==> src/rtl/alu_16_pkg.sv <==
// Shared definitions for the bit-serial 16-bit ALU: opcodes, widths, FSM states
// and the carry/borrow flag helper.
package alu_16_pkg;

  localparam int unsigned ALU_W = 16;
  localparam int unsigned CNT_W = 4;

  localparam logic [2:0] OP_ADD  = 3'b000;
  localparam logic [2:0] OP_SUB  = 3'b001;
  localparam logic [2:0] OP_AND  = 3'b010;
  localparam logic [2:0] OP_OR   = 3'b011;
  localparam logic [2:0] OP_XOR  = 3'b100;
  localparam logic [2:0] OP_NAND = 3'b101;
  localparam logic [2:0] OP_NOR  = 3'b110;
  localparam logic [2:0] OP_XNOR = 3'b111;

  typedef enum logic {StIdle, StBusy} state_e;

  // SUB runs as A + ~B + 1, so a borrow is the absence of a final carry.
  function automatic logic final_flag(input logic [2:0] op, input logic cout);
    case (op)
      OP_ADD:  final_flag = cout;
      OP_SUB:  final_flag = ~cout;
      default: final_flag = 1'b0;
    endcase
  endfunction

endpackage

==> src/rtl/alu_bit_slice.sv <==
// Combinational 1-bit ALU slice; the carry path is meaningful only for ADD/SUB.
module alu_bit_slice
  import alu_16_pkg::*;
(
  input  logic       a,
  input  logic       b,
  input  logic       cin,
  input  logic [2:0] op,
  output logic       r,
  output logic       cout
);

  logic b_eff;

  always_comb begin
    r     = 1'b0;
    cout  = 1'b0;
    b_eff = (op == OP_SUB) ? ~b : b;
    unique case (op)
      OP_ADD, OP_SUB: begin
        r    = a ^ b_eff ^ cin;
        cout = (a & b_eff) | (cin & (a ^ b_eff));
      end
      OP_AND:  r = a & b;
      OP_OR:   r = a | b;
      OP_XOR:  r = a ^ b;
      OP_NAND: r = ~(a & b);
      OP_NOR:  r = ~(a | b);
      OP_XNOR: r = ~(a ^ b);
      default: r = 1'b0;
    endcase
  end

endmodule

==> src/rtl/alu_16.sv <==
// Bit-serial 16-bit ALU: one result bit per clock, LSB first, started by a
// synchronized rising edge of the asynchronous `on` button.
module alu_16
  import alu_16_pkg::*;
(
  input  logic               clk,
  input  logic               rst_n,
  input  logic               on,
  input  logic [ALU_W-1:0]   ina,
  input  logic [ALU_W-1:0]   inb,
  input  logic [2:0]         op,
  output logic [ALU_W:0]     out,
  output logic [CNT_W-1:0]   count
);

  state_e             state_q, state_d;
  logic               sync1_q, sync2_q, sync3_q;
  logic [ALU_W-1:0]   a_q, a_d, b_q, b_d;
  logic [2:0]         op_q, op_d;
  logic               carry_q, carry_d;
  logic [ALU_W:0]     out_q, out_d;
  logic [CNT_W-1:0]   count_q, count_d;
  logic               start;
  logic               slice_r, slice_cout;

  // sync3_q is the previous synchronized level, used only for edge detection.
  assign start = sync2_q & ~sync3_q & (state_q == StIdle);

  alu_bit_slice u_slice (
    .a    (a_q[count_q]),
    .b    (b_q[count_q]),
    .cin  (carry_q),
    .op   (op_q),
    .r    (slice_r),
    .cout (slice_cout)
  );

  always_comb begin
    state_d = state_q;
    a_d     = a_q;
    b_d     = b_q;
    op_d    = op_q;
    carry_d = carry_q;
    out_d   = out_q;
    count_d = count_q;
    unique case (state_q)
      StIdle: begin
        if (start) begin
          a_d     = ina;
          b_d     = inb;
          op_d    = op;
          carry_d = (op == OP_SUB);
          out_d   = '0;
          count_d = '0;
          state_d = StBusy;
        end
      end
      StBusy: begin
        out_d[count_q] = slice_r;
        carry_d        = slice_cout;
        count_d        = count_q + 4'd1;
        if (count_q == 4'(ALU_W - 1)) begin
          out_d[ALU_W] = final_flag(op_q, slice_cout);
          state_d      = StIdle;
        end
      end
      default: state_d = StIdle;
    endcase
  end

  always_ff @(posedge clk or negedge rst_n) begin
    if (!rst_n) begin
      state_q <= StIdle;
      sync1_q <= 1'b0;
      sync2_q <= 1'b0;
      sync3_q <= 1'b0;
      a_q     <= '0;
      b_q     <= '0;
      op_q    <= OP_ADD;
      carry_q <= 1'b0;
      out_q   <= '0;
      count_q <= '0;
    end else begin
      state_q <= state_d;
      sync1_q <= on;
      sync2_q <= sync1_q;
      sync3_q <= sync2_q;
      a_q     <= a_d;
      b_q     <= b_d;
      op_q    <= op_d;
      carry_q <= carry_d;
      out_q   <= out_d;
      count_q <= count_d;
    end
  end

  assign out   = out_q;
  assign count = count_q;

endmodule

==> config.mk <==
export PLATFORM = sky130hd
export DESIGN_NAME = alu_16
export DESIGN_NICKNAME = d
export VERILOG_FILES = /design/src/rtl/alu_16_pkg.sv /design/src/rtl/alu_bit_slice.sv /design/src/rtl/alu_16.sv
export SDC_FILE = /design/constraint.sdc
export NUM_CORES = 1
export LEC_CHECK = 0
export CAP_MARGIN = 20
export CORE_ASPECT_RATIO = 1.5
export CORE_MARGIN = 3
export CORE_UTILIZATION = 50
export DETAILED_ROUTE_END_ITERATION = 6
export HOLD_SLACK_MARGIN = 0.15
export PLACE_DENSITY_LB_ADDON = 0.25
export SETUP_SLACK_MARGIN = 0.5
export SYNTH_ARGS = -nofsm -noshare
export SYNTH_HDL_FRONTEND = slang
export SYNTH_SLANG_ARGS = --single-unit
==> constraint.sdc <==
create_clock -name clk -period 9.2 [get_ports clk]
set_clock_uncertainty 0.2 [all_clocks]
set_input_delay 1.38 -clock clk [delete_from_list [all_inputs] [get_ports clk]]
set_output_delay 1.38 -clock clk [all_outputs]
set_load 0.05 [all_outputs]
==> metrics.txt <==
outcome=complete, no violations; Core ar.=about 5300 um^2; synthesized area=approximately 2800 um^2; Setup crit end kind=register; share of the synthesized area in the top cell type=between 50% and 60%; most frequent cells in the layout=nand2_1 (115), dfrtp_1 (61), clkdlybuf4s50_1 (57), nand3_1 (32), o21ai_1 (16); initial antenna violation count=0; worst slew pin tran=roughly 0.75 ns; Reg2Reg Depth=7; Final WS setup=about 5.5 ns; All-Layer GR Usage=roughly a fifth; Net Count, Synth=338; Critical Path RT=~9 ns; post-layout instance area=between 3000 and 4000 um^2; max-slew violation count=0; clk root buf=clkbuf_8; cts repair resizes=0; final hold vios=0; FFs w/ async S/R, synth=between 90% and 100%; fillcell total=between 400 and 500; total CTS buffers=9; routability cong.=about 0.76; worst hold path endpoint=sync2_q; setup tns final=0 ns; Max FO, Critical Path=16; Mean Syn Cell Area=around 9.7 um^2; pin count of the biggest net entering global routing=a little over 60; commonest non-fill, non-tap cell in the layout=nand2_1; hold path cells=0; FP Rows=32; CP Launch Type=register; #FFs+latches synth=61; power density over cell area=376 nW/um^2; placed inst area=3420 um^2; Die Width=about 67 um; vias in the first global route=2097; Initial Util=53.1%; clk_lat worst skew=about 0.34 ns; reg2reg start=count[0]; die area=6620 um^2; R2R setup slack=between 5 and 6 ns; largest area contributor in the synthesized netlist=dfrtp_1; Post-CTS Hold Buffers=0; Tmin final=3.71 ns; Post-Syn Instances=a little under 300; DP Wirelength=approximately 4300 um; Die Ht=98.1 um; Critical Path AT=about 3.8 ns; count of final setup violators=0; Avg Vias per Cell=between 5 and 6; Routed wire per std cell=around 14 um; DRT iter0 DRCs=182; IO Count=59; post-synthesis sequential area ratio=53.9%; H-tree depth=3; Area Growth Syn to Fin=27.4%; routed vias=2197; GRT overflow=0; Post-CTS Setup Repair Bufs=0; IO Port Bufs=just under 60; pre-CTS setup slack=between 5 and 6 ns; worst rel slew slack=between 40% and 50%; post-layout util=about two thirds; CTS tree=built; Distinct cells, synth=34; Max Buffers Root-to-Sink=2; Worst R2R End=out[3]; layout cells sized above 1=under 10%; Hold WS=0.170 ns; critical hold path startpoint=sync1_q; ANT nets after route=0; post-route clock period utilization=approximately 40%; global-route wire length before repair=about 9500 um; peak supply drop=0.221 mV; Main synth FF type=dfrtp_1; DR DRC count=0; Worst-path clk slew=0.07 ns; leading post-synthesis cells by cell area=dfrtp_1 (54%), nand2_1 (15%), mux4_2 (7.2%); number of flops mapped to enable cells by yosys=0; WS Path Type=register to register; WL final=about 5800 um; fmax=between 200 and 300 MHz; leakage=1.67 nW; max cap viols=0; drt first pass iters=4; Worst Hold Class=register to register; CTS sink cnt=61; # nets final=391; RSZ-0062 raised after global routing=false; number of diodes=0; yosys warns=0
## worst max path at each step
stage                   from  endpoint  depth (start not counted)
global route        count[0]    out[3]                          7
CTS                 count[0]    out[3]                          7
global placement    count[0]    out[3]                          7
finish              count[0]    out[3]                          7
detailed placement  count[0]    out[3]                          7
floorplan           count[0]   out[10]                          8
## synthesized netlist by cell type, types with 2 or more instances
master    instances
nand3_1          32
o21ai_1          16
ha_1              6
mux2i_1           2
mux4_2            9
nor2_1            4
nand2_1         115
o21ai_0           5
inv_1             5
dfrtp_1          61
clkbuf_1         15
## critical path, cell delays in order, from the launching register on
cell and delay [ns]:
dfrtp_1 0.76, mux4_1 0.63, a22o_1 0.22, a221oi_4 0.24, xnor2_1 0.19, fa_1 0.45
mux4_2 0.63, o41ai_1 0.29
## where the power goes
group	switching, mW	total (mW)	leakage, nW	internal, mW
clock	0.0984	0.207	0.0881	0.109
combinational	0.381	0.657	0.818	0.276
sequential	0.110	0.492	0.763	0.382
total	0.590	1.36	1.67	0.766
## flip-flops by register name, indices dropped and copies added, names as in the netlist
signal and cells:
carry_q 1, state_q 1, op_q 3, sync2_q 1, sync1_q 1, out 17, sync3_q 1, b_q 16
count 4, a_q 16
## routing by layer
metal / vias to the layer above / part of all wire [%] / track usage, %
met5: - / 0 / 0
met4: 0 / 2.4 / 8.75
met3: 13 / 4.3 / 4.49
met2: 57 / 54 / 33.6
met1: 1044 / 39 / 21.7
li1: 1083 / - / -
## final cells by class
cell class,count,area (um^2),share of cell area [%]
clock buffer,12,155,4.30
inverter,6,22.5,0.625
tap,68,85.1,2.36
clock inverter,2,10.0,0.278
multi-input combinational,207,1200,33.3
sequential,61,1530,42.3
timing repair buffer,61,606,16.8
## per-stage QoR
stage,total power [mW],std cells
after floorplan,0.976,293
after global placement,1.12,402
after detailed placement,1.16,402
after CTS,1.36,416
after global routing,1.46,417
final,1.36,417
## cells by family (layout without fill, tap and decap cells)
logic type / Yosys count / after routing / synth area share [%]
buffers and inverters: 25 / 81 / 3.76
flip-flops: 61 / 61 / 53.9
adder cells (fa/ha/maj): 7 / 7 / 3.36
XOR/XNOR: 2 / 2 / 0.619
AND/OR/NAND/NOR: 159 / 159 / 23.4
AO/OA/AOI/OAI: 27 / 27 / 6.10
multiplexers: 12 / 12 / 8.80
(Power assumes the default switching activity.)
